$ cat config.mk
export PLATFORM = sky130hd
export DESIGN_NAME = mem_line_arbiter
export DESIGN_NICKNAME = d
export VERILOG_FILES = /design/src/rtl/mem_line_arbiter.sv
export SDC_FILE = /design/constraint.sdc
export NUM_CORES = 1
export LEC_CHECK = 0
export ABC_AREA = 0
export BUFFER_PORTS_ARGS = -buffer_cell sky130_fd_sc_hd__buf_2
export CAP_MARGIN = 20
export CORE_AREA = 5 5 281 283
export DETAILED_ROUTE_END_ITERATION = 16
export DIE_AREA = 0 0 286 288
export PLACE_DENSITY = 0.41
export SYNTH_ARGS = -nofsm -noshare
export SYNTH_HDL_FRONTEND = slang
export SYNTH_SLANG_ARGS = --single-unit
$ cat constraint.sdc
create_clock -name clk -period 2.62 [get_ports clk]
set_clock_uncertainty 0.15 [all_clocks]
set_input_delay 0.131 -clock clk [delete_from_list [all_inputs] [get_ports clk]]
set_output_delay 0.131 -clock clk [all_outputs]
set_load 0.02 [all_outputs]
$ cat src/rtl/mem_line_arbiter.sv
// mem_line_arbiter
// Lets NUM_CH line caches share one slow line-memory port. Each channel sees
// the same read/write/addr/wdata/rdata/ready handshake it would get from a
// private memory. One access is in flight at a time: IDLE -> BUSY -> RESP.
// Arbitration is round-robin by default. Define MEM_ARB_FIXED_PRIO_EN for
// fixed priority instead (lowest channel index always wins).
module mem_line_arbiter #(
    parameter int NUM_CH = 2,
    parameter int ADDR_W = 28,
    parameter int LINE_W = 128
) (
    input  logic                     clk,
    input  logic                     rst_n,
    input  logic [NUM_CH-1:0]        ch_read,
    input  logic [NUM_CH-1:0]        ch_write,
    input  logic [NUM_CH*ADDR_W-1:0] ch_addr,
    input  logic [NUM_CH*LINE_W-1:0] ch_wdata,
    output logic [LINE_W-1:0]        ch_rdata,
    output logic [NUM_CH-1:0]        ch_ready,
    output logic [NUM_CH-1:0]        grant_oh,
    output logic                     mem_read,
    output logic                     mem_write,
    output logic [ADDR_W-1:0]        mem_addr,
    output logic [LINE_W-1:0]        mem_wdata,
    input  logic [LINE_W-1:0]        mem_rdata,
    input  logic                     mem_ready
);

    localparam int IDX_W = (NUM_CH > 1) ? $clog2(NUM_CH) : 1;

    typedef enum logic [1:0] {
        IDLE,
        BUSY,
        RESP
    } state_e;

    state_e              state_q,     state_d;
    logic [NUM_CH-1:0]   grant_q,     grant_d;
    logic [NUM_CH-1:0]   ready_q,     ready_d;
    logic                mem_read_q,  mem_read_d;
    logic                mem_write_q, mem_write_d;
    logic [ADDR_W-1:0]   addr_q,      addr_d;
    logic [LINE_W-1:0]   wdata_q,     wdata_d;
    logic [LINE_W-1:0]   rdata_q,     rdata_d;
`ifndef MEM_ARB_FIXED_PRIO_EN
    // Index of the most recent grantee; the search starts just after it.
    logic [IDX_W-1:0]    ptr_q,       ptr_d;
`endif

    logic [NUM_CH-1:0]   req;
    logic                win_found;
    logic [IDX_W-1:0]    win_idx;
    logic [IDX_W-1:0]    cand;

    // Pick the winning channel among all current requesters.
    always_comb begin
        // NOTE: every variable written in a combinational block gets a default
        // first, so no path can leave it unassigned and infer a latch.
        req       = ch_read | ch_write;
        win_found = 1'b0;
        win_idx   = '0;
        cand      = '0;
        for (int k = 0; k < NUM_CH; k++) begin
`ifdef MEM_ARB_FIXED_PRIO_EN
            cand = IDX_W'(k);
`else
            cand = IDX_W'((int'(ptr_q) + 1 + k) % NUM_CH);
`endif
            if (!win_found && req[cand]) begin
                win_found = 1'b1;
                win_idx   = cand;
            end
        end
    end

    // Next-state and registered-output logic of the IDLE/BUSY/RESP sequencer.
    always_comb begin
        state_d     = state_q;
        grant_d     = grant_q;
        ready_d     = '0;
        mem_read_d  = mem_read_q;
        mem_write_d = mem_write_q;
        addr_d      = addr_q;
        wdata_d     = wdata_q;
        rdata_d     = rdata_q;
`ifndef MEM_ARB_FIXED_PRIO_EN
        ptr_d       = ptr_q;
`endif
        unique case (state_q)
            IDLE: begin
                if (win_found) begin
                    state_d     = BUSY;
                    grant_d     = NUM_CH'(1) << win_idx;
                    addr_d      = ch_addr[int'(win_idx)*ADDR_W +: ADDR_W];
                    wdata_d     = ch_wdata[int'(win_idx)*LINE_W +: LINE_W];
                    // A winner asserting both read and write is treated as a write.
                    mem_write_d = ch_write[win_idx];
                    mem_read_d  = !ch_write[win_idx];
`ifndef MEM_ARB_FIXED_PRIO_EN
                    ptr_d       = win_idx;
`endif
                end
            end
            BUSY: begin
                if (mem_ready) begin
                    if (mem_read_q) begin
                        rdata_d = mem_rdata;
                    end
                    mem_read_d  = 1'b0;
                    mem_write_d = 1'b0;
                    ready_d     = grant_q;
                    state_d     = RESP;
                end
            end
            RESP: begin
                // ch_ready is high this cycle; release the grant and go idle.
                grant_d = '0;
                state_d = IDLE;
            end
            default: begin
                state_d = IDLE;
            end
        endcase
    end

    // State and output registers with synchronous active-low reset.
    always_ff @(posedge clk) begin
        // NOTE: sequential state uses non-blocking assignments so every flop
        // samples pre-edge values regardless of statement order.
        if (!rst_n) begin
            // NOTE: the address/data registers are cleared too because they
            // drive output pins directly and must read 0 after reset.
            state_q     <= IDLE;
            grant_q     <= '0;
            ready_q     <= '0;
            mem_read_q  <= 1'b0;
            mem_write_q <= 1'b0;
            addr_q      <= '0;
            wdata_q     <= '0;
            rdata_q     <= '0;
`ifndef MEM_ARB_FIXED_PRIO_EN
            ptr_q       <= IDX_W'(NUM_CH - 1);
`endif
        end else begin
            state_q     <= state_d;
            grant_q     <= grant_d;
            ready_q     <= ready_d;
            mem_read_q  <= mem_read_d;
            mem_write_q <= mem_write_d;
            addr_q      <= addr_d;
            wdata_q     <= wdata_d;
            rdata_q     <= rdata_d;
`ifndef MEM_ARB_FIXED_PRIO_EN
            ptr_q       <= ptr_d;
`endif
        end
    end

    assign ch_rdata  = rdata_q;
    assign ch_ready  = ready_q;
    assign grant_oh  = grant_q;
    assign mem_read  = mem_read_q;
    assign mem_write = mem_write_q;
    assign mem_addr  = addr_q;
    assign mem_wdata = wdata_q;

endmodule

## Word level (Yosys, flattened, before mapping)

Cells that the tools add are included.

- Output and inout bits: 290
- Logic and storage cells: 55
- Bits in registers: 293

- Order comparisons: 3
- Shifts and indexed selects: 3
- Multipliers: 1
- Bitwise operators: 1
- Reductions and logical operators: 12
- $add $sub $neg: 2
- Equality and inequality tests: 4
- Muxes and demuxes: 20

Operators by type and width:

| kind | number |
|---|---|
| $shiftx A256 B9 Y128 | 1 |
| $shiftx A56 B7 Y28 | 1 |
| $mux W1 | 13 |
| $reduce_and A3 Y1 | 3 |
| $pmux W2 S2 | 2 |
| $lt A1 B2 Y1 const B | 3 |
| $mux W2 | 3 |
| $reduce_and A2 Y1 | 3 |
| $mul A1 B3 Y4 const B | 1 |
| $ne A2 B2 Y1 const B | 2 |
| $pmux W1 S2 | 2 |
| $reduce_bool A2 Y1 | 2 |
| $add A1 B1 Y1 const B | 2 |
| $eq A2 B1 Y1 const B | 1 |
| $eq A2 B2 Y1 const B | 1 |
| $logic_not A1 Y1 | 2 |
| $logic_not A2 Y1 | 1 |
| $or A2 B2 Y2 | 1 |
| $shl A1 B1 Y2 const A | 1 |
| $logic_and A1 B1 Y1 | 1 |

## Logic depth before layout (Yosys ltp)

Gate-level depths: netlist of the first run.

- Depth after elaboration: 12
- Mapped depth: 6

## Least setup slack after synthesis of the first run

OpenSTA, ideal clock, no wires.

- Path type: register to register
- From: register state_q[1]
- To: register wdata_q[100], in the netlist mem_wdata[100]
- Path slack: 0.814 ns
- Data arrival time: 1.537 ns
- Period minus slack after synthesis: 1.806 ns
- Stages on the path, launching flop included: 7
- Buffers on the path: 3
- Required time: 2.351 ns
- Cell sequence: dfxtp_1 > or2_1 > buf_2 > buf_2 > buf_2 > a311o_1 > o221a_2

- Cells in the longest elaborated chain, start to end: 2

RTL lines:

| item | RTL line | source |
|---|---|---|
| start: declaration | 37 | `state_e state_q, state_d;` |
| start signal: assignment | 145 | `state_q <= state_d;` |
| $logic_not A2 Y1 | 89 | `unique case (state_q)` |
| $reduce_and A2 Y1 (no source line) | - |  |
| end signal: assignment | 151 | `wdata_q <= wdata_d;` |
| end: declaration | 43 | `logic [LINE_W-1:0] wdata_q, wdata_d;` |

No other way between the ends.
A chain may end at the register's enable or synchronous reset.

## Worst setup path after layout of the first run

- From: input ch_read[1]
- To: register wdata_q[64], in the netlist mem_wdata[64]

- Cells in the longest elaborated chain, start to end: 8
- Elaborated cells on any way between the ends: 13
- Classes of those cells: shift: 1; mux: 8; bitwise: 1; reduce/logical: 3

RTL lines:

| item | RTL line | source |
|---|---|---|
| start: declaration | 14 | `input logic [NUM_CH-1:0] ch_read,` |
| $or A2 B2 Y2 * | 59 | `req = ch_read \| ch_write;` |
| $mux W1 (implied by the code) (2 in series) | 69 | `if (!win_found && req[cand]) begin` |
| $mux W1 | 69 |  |
| $logic_not A1 Y1 | 69 |  |
| $logic_and A1 B1 Y1 | 69 |  |
| $mux W1 | 69 |  |
| $shiftx A256 B9 Y128 or $reduce_and A2 Y1 (tied branches) | - |  |

Every way passes the cells marked *; elsewhere a longest branch is shown, timed or not. The select of a mux whose other input is x is not followed.

==> flow_metrics.py, run 1 <==
metrics = {
    "clock_tree": {
        "cts_tree": "yes",
        "clock_path_buffers": 3,
        "clk_pin_slew_ns": 0.06,
        "cts_sinks": 293,
        "worstSkewPairLatency_ns": 0.54,
        "root_buffer": "clkbuf_16",
        "h-tree-depth": 2,
        "post-cts-setup-buffer-count": 0,
        "cts_buffers": 40,
    },
    "setup_path": {
        "slowest_delay_ns": 0.59,
        "cp_cell_sequence": "dlygate4sd3_1 -> buf_2 -> or2_4 -> buf_12 -> buf_12 -> a311o_1 -> o221a_2 -> dlygate4sd3_1",
        "path_class": "input port to register",
        "arrival_ns": 2.85,
        "worst-path-buf-inv": 5,
        "end_kind": "register",
        "setup.worst_path.start_class": "input port",
        "cp_slowest_cell": "dlygate4sd3_1",
        "cp_max_fo": 61,
        "worstPathRequired_ns": 2.89,
        "critical-path-top-delay-family": "buffers and inverters",
    },
    "detailed_routing": {
        "drt_iter0_drc": 723,
        "ant_nets": 0,
        "routed_wl_um": 66400,
        "wl_per_cell_um": 19.1,
        "drc": 0,
        "num_vias": 15600,
        "via_per_inst": 4.50,
        "drt_first_pass_iters": 5,
    },
    "cells_and_area": {
        "area_delta_synth_final_pct": 79.9,
        "layout_common_cells": "buf_2, dlygate4sd3_1, dfxtp_1",
        "instances_no_fill": 3475,
        "layout_commonest_cell": "buf_2",
        "nFillCells": 8034,
        "finalNetCount": 2889,
        "drive_gt1_frac": 0.396,
    },
    "timing": {
        "post-route-period-util": 0.987,
        "tightestPinTransition_ns": 0.793,
        "slew_viol_final": 0,
        "hold_viol": 0,
        "grt_setup_unrepaired": "true",
        "max_slew_margin": 0.471,
        "min_period_ns": 2.59,
        "setup_violations": 0,
        "fmax_ghz": 0.387,
        "setup_tns_ns": 0,
    },
    "floorplanning": {
        "initial_utilization": 0.174,
        "ios": 737,
        "fp.dieH_um": 288,
        "die_w_um": 286,
        "core_area_um2": 76400,
        "rows": 102,
        "dieArea_um2": 82400,
    },
    "global_routing": {
        "grt_pass1_vias": 16100,
        "grt-ovfl-total": 0,
        "grt_use_total": 0.149,
        "antenna_found_initial": 25,
        "grt_pass1_wl_um": 97400,
        "grt_max_degree": 111,
    },
    "synthesis": {
        "yosys_warnings": 0,
        "synth-edff-count": 0,
        "synth.cell_area_um2": 13300,
        "synth_top_flop_cell": "dfxtp_1",
        "syn_avg_cell_area_um2": 9.74,
        "synthesis.instances": 1363,
        "synthArstFlopShare": 0,
        "ys_seq_elements": 293,
        "synth_nets": 1810,
        "ys_types": 31,
        "yosysSeqAreaShare": 0.442,
    },
    "job": {
        "cap_violations": 0,
    },
    "power_and_ir_drop": {
        "powerDensity_nw_per_um2": 587,
        "worst_ir_drop_vdd_mv": 0.354,
        "p_leak_nw": 10.4,
    },
    "run_status": {
        "outcome": "completed",
    },
    "placed_design": {
        "dp.cells": 2939,
        "dpl.hpwl_um": 45000,
        "gp_congestion": 0.790,
        "portBuffers": 736,
    },
    "hold_path": {
        "holdCritPathClass": "input port to register",
    },
}
==> final timing paths <==
check             slack (ns)  cells past startpoint   startpoint             to
setup reg to reg        0.09                      5   state_q[1]  mem_wdata[19]
hold reg to reg         0.31                      2  ch_rdata[2]    ch_rdata[2]
hold / removal          0.15                      2        rst_n   ch_rdata[32]
setup / recovery        0.03                      8   ch_read[1]  mem_wdata[64]
==> cells by family (layout without fill, tap and decap cells) <==
| group | Yosys count | after routing | share of synthesized area |
|---|---|---|---|
| AO/OA/AOI/OAI | 608 | 608 | 0.418 |
| AND/OR/NAND/NOR | 279 | 279 | 0.0837 |
| buffers and inverters | 183 | 1290 | 0.0572 |
| other | 0 | 17 | 0 |
| flip-flops | 293 | 293 | 0.442 |
==> state kept, by name (all words and copies together), names as in the netlist <==
name / cells
grant_oh: 2
ch_ready: 2
mem_wdata: 128
state_q: 2
mem_addr: 28
ptr_q: 1
mem_read: 1
mem_write: 1
ch_rdata: 128
==> cell usage after synthesis (2+ instances only) <==
cell type  instances  area, µm²
nand2_1          259        972
o221a_2          141       1590
and3_1             2       12.5
buf_1              8       30.0
a21boi_0         285       2140
dfxtp_1          293       5870
a311o_1          156       1560
o221a_1           15        169
clkbuf_1         121        454
o32ai_1            3       26.3
nand3_1            2       10.0
buf_2             52        260
nor2_1             5       18.8
nand4b_1           2       17.5
and2_1             2       12.5
or2_1              2       12.5
==> area by class of cell <==
class / instances / area [µm²] / share of cell area
diodes: 17 / 42.5 / 0.00178
clock buffers: 62 / 1210 / 0.0508
clock inverters: 8 / 90.1 / 0.00377
inverters: 1 / 3.75 / 0.000157
multi-input cells: 887 / 6680 / 0.280
flip-flops and latches: 293 / 5870 / 0.245
well taps: 988 / 1240 / 0.0517
repair buffers: 1219 / 8760 / 0.367
==> through the flow <==
stage / total power [mW] / worst slack, ns / cell area (µm²) / hold slack [ns] / utilization
3_5_place_dp: 7.90 / 0.644 / 18000 / 0.238 / 0.236
4_1_cts: 14.3 / 0.0832 / 23800 / 0.134 / 0.312
2_1_floorplan: 6.68 / 0.814 / 13300 / 0.126 / -
6_report: 14.0 / 0.0345 / 23900 / 0.151 / 0.313
5_1_grt: 14.7 / 0.00145 / 23900 / 0.186 / 0.312
3_3_place_gp: 7.88 / 0.629 / 18000 / 0.233 / 0.236
==> worst register-to-register path, stage by stage (launching register included) <==
cell and delay (ns):
dfxtp_1 0.37, or2_4 0.42, nor2_4 0.22, buf_12 0.33, o221a_2 0.42, dlygate4sd3_1 0.55
==> layer usage <==
metal	routed length, µm	vias to the layer above	global-route usage
met4	2130	12	0.0541
met5	73	-	0
met1	26000	7434	0.168
met3	5570	132	0.0511
met2	32500	637	0.260
li1	-	7411	-
==> what timing repair did <==
action | CTS | global route
resized for setup | 0 | 1
hold endpoints to repair | 292 | 0
hold buffers | 449 | 0
endpoints found under the setup margin | 0 | 1
==> where the power goes <==
| group | internal (mW) | switching [mW] | leakage (nW) | total, mW |
|---|---|---|---|---|
| clock network | 3.36 | 2.11 | 0.648 | 5.48 |
| logic | 1.85 | 1.73 | 7.40 | 3.58 |
| registers | 4.79 | 0.193 | 2.40 | 4.98 |
Power figures use the tool's default switching activity.
==> run 2: changes to the inputs <==
GPL_TIMING_DRIVEN = 0   (was not set)
==> flow_metrics.py, run 2 (synthesis results as in run 1) <==
metrics = {
    "run_status": {
        "outcome": "completed",
    },
    "timing": {
        "max_slew_margin": 0.274,
        "grt_setup_unrepaired": "false",
        "tightestPinTransition_ns": 1.09,
        "post-route-period-util": 0.911,
        "setup_violations": 0,
        "slew_viol_final": 0,
        "min_period_ns": 2.39,
        "fmax_ghz": 0.419,
        "postLayoutSetupSlackWorst_ns": 0.234,
        "hold_viol": 0,
    },
    "global_routing": {
        "grt_max_degree": 13,
        "antenna_found_initial": 14,
        "grt_pass1_wl_um": 111000,
        "grt_use_total": 0.176,
        "grt_pass1_vias": 17300,
        "grt-ovfl-total": 0,
    },
    "setup_path": {
        "critical-path-top-delay-family": "buffers and inverters",
        "arrival_ns": 2.69,
        "reg2reg_depth": 5,
        "slowest_delay_ns": 0.65,
        "path_class": "register to register",
        "cp_cell_sequence": "and4b_1 -> clkdlybuf4s15_1 -> clkbuf_1 -> nand2_1 -> a21boi_0",
        "setup.worst_path.start_class": "register",
        "worstPathRequired_ns": 2.92,
        "worst-path-buf-inv": 2,
        "rrSetupSlack_ns": 0.23,
        "r2r-end": "ch_rdata[12]",
        "end_kind": "register",
        "cp_slowest_cell": "clkdlybuf4s15_1",
        "timing.rr.start": "state_q[0]",
        "cp_max_fo": 10,
    },
    "power_and_ir_drop": {
        "p_leak_nw": 10.3,
        "total_power_mw": 13.9,
        "powerDensity_nw_per_um2": 579,
        "worst_ir_drop_vdd_mv": 0.279,
    },
    "placed_design": {
        "dp_slack_ns": -0.438,
        "dpl_cell_area_um2": 18200,
        "dp.cells": 3086,
        "gp_congestion": 0.875,
        "portBuffers": 735,
        "dpl.hpwl_um": 60000,
    },
    "detailed_routing": {
        "wl_per_cell_um": 21.6,
        "drt_iter0_drc": 764,
        "num_vias": 16400,
        "drt_first_pass_iters": 5,
        "routed_wl_um": 78100,
        "ant_nets": 0,
        "drc": 0,
        "via_per_inst": 4.55,
    },
    "job": {
        "cap_violations": 0,
    },
    "clock_tree": {
        "worstSkewPairLatency_ns": 0.53,
        "clk_pin_slew_ns": 0.06,
        "h-tree-depth": 2,
        "cts_buffers": 39,
        "post-cts-setup-buffer-count": 0,
        "root_buffer": "clkbuf_16",
        "cts_tree": "yes",
        "cts_sinks": 293,
        "clock_path_buffers": 3,
    },
    "cells_and_area": {
        "instances_no_fill": 3608,
        "layout_commonest_cell": "buf_2",
        "final_area_um2": 24000,
        "drive_gt1_frac": 0.379,
        "layout_common_cells": "buf_2, dlygate4sd3_1, dfxtp_1",
        "finalNetCount": 3033,
        "utilization": 0.313,
        "area_delta_synth_final_pct": 80.4,
    },
    "floorplanning": {
        "rows": 102,
        "dieArea_um2": 82400,
        "fp.dieH_um": 288,
        "core_area_um2": 76400,
        "die_w_um": 286,
        "ios": 737,
        "initial_utilization": 0.174,
    },
    "hold_path": {
        "hp-start": "ch_write[0]",
        "hold_end": "mem_write",
        "holdPathStages": 4,
        "holdCritPathClass": "input port to register",
    },
}
[run 2: worst max path at each step]
stage | startpoint | to | cells past startpoint | slack (ns)
5_1_grt | state_q[0] | ch_rdata[11] | 5 | 0.005
2_1_floorplan | state_q[1] | mem_wdata[100] | 6 | 0.81
6_report | state_q[0] | ch_rdata[12] | 5 | 0.23
4_1_cts | state_q[0] | ch_rdata[12] | 5 | 0.1
3_5_place_dp | ch_write[0] | mem_wdata[113] | 6 | -0.44
3_3_place_gp | ch_write[0] | mem_wdata[113] | 6 | -0.42
[run 2: per-stage QoR]
step | hold WS (ns) | TNS, ns
3_5_place_dp | 0.239 | -20.71
3_3_place_gp | 0.235 | -26.47
6_report | 0.0908 | 0
5_1_grt | 0.0798 | 0
2_1_floorplan | 0.126 | 0
4_1_cts | 0.0313 | 0
[run 2: what timing repair did]
action | 4_1_cts | 5_1_grt
pin swaps | 0 | 0
hold buffers | 447 | 0
gates resized for setup | 3 | 2
endpoints found under the setup margin | 83 | 1
endpoints found under the hold margin | 292 | 0
[run 2: routing by layer]
metal,routed length [µm],global-route usage,part of all wire
met1,30800,0.202,0.39
met2,38700,0.318,0.50
met3,5880,0.0496,0.075
met4,2630,0.0574,0.034
met5,86,0,0.0011
[run 2: layout make-up]
cell class	count	area (µm²)
multi-input combinational	887	6660
sequential	293	5870
timing repair buffer	1182	8150
fill	8045	52500
tap	988	1240
buffer	182	764
antenna	8	20.0
clock inverter	9	97.6
inverter	1	3.75
clock buffer	58	1160
[run 2: worst register-to-register path: cells and delay by family, from the launching register on]
kind | cells | cell delay (ns)
DFF | 1 | 0.45
AOI/OAI and AO/OA | 1 | 0.17
and+or+nand+nor | 2 | 0.36
buffers and inverters | 2 | 1.18
[run 2: report_power, final]
group	internal, mW	switching (mW)
Sequential	4.79	0.206
Combinational	1.62	1.86
Clock	3.24	2.15
Total	9.65	4.22
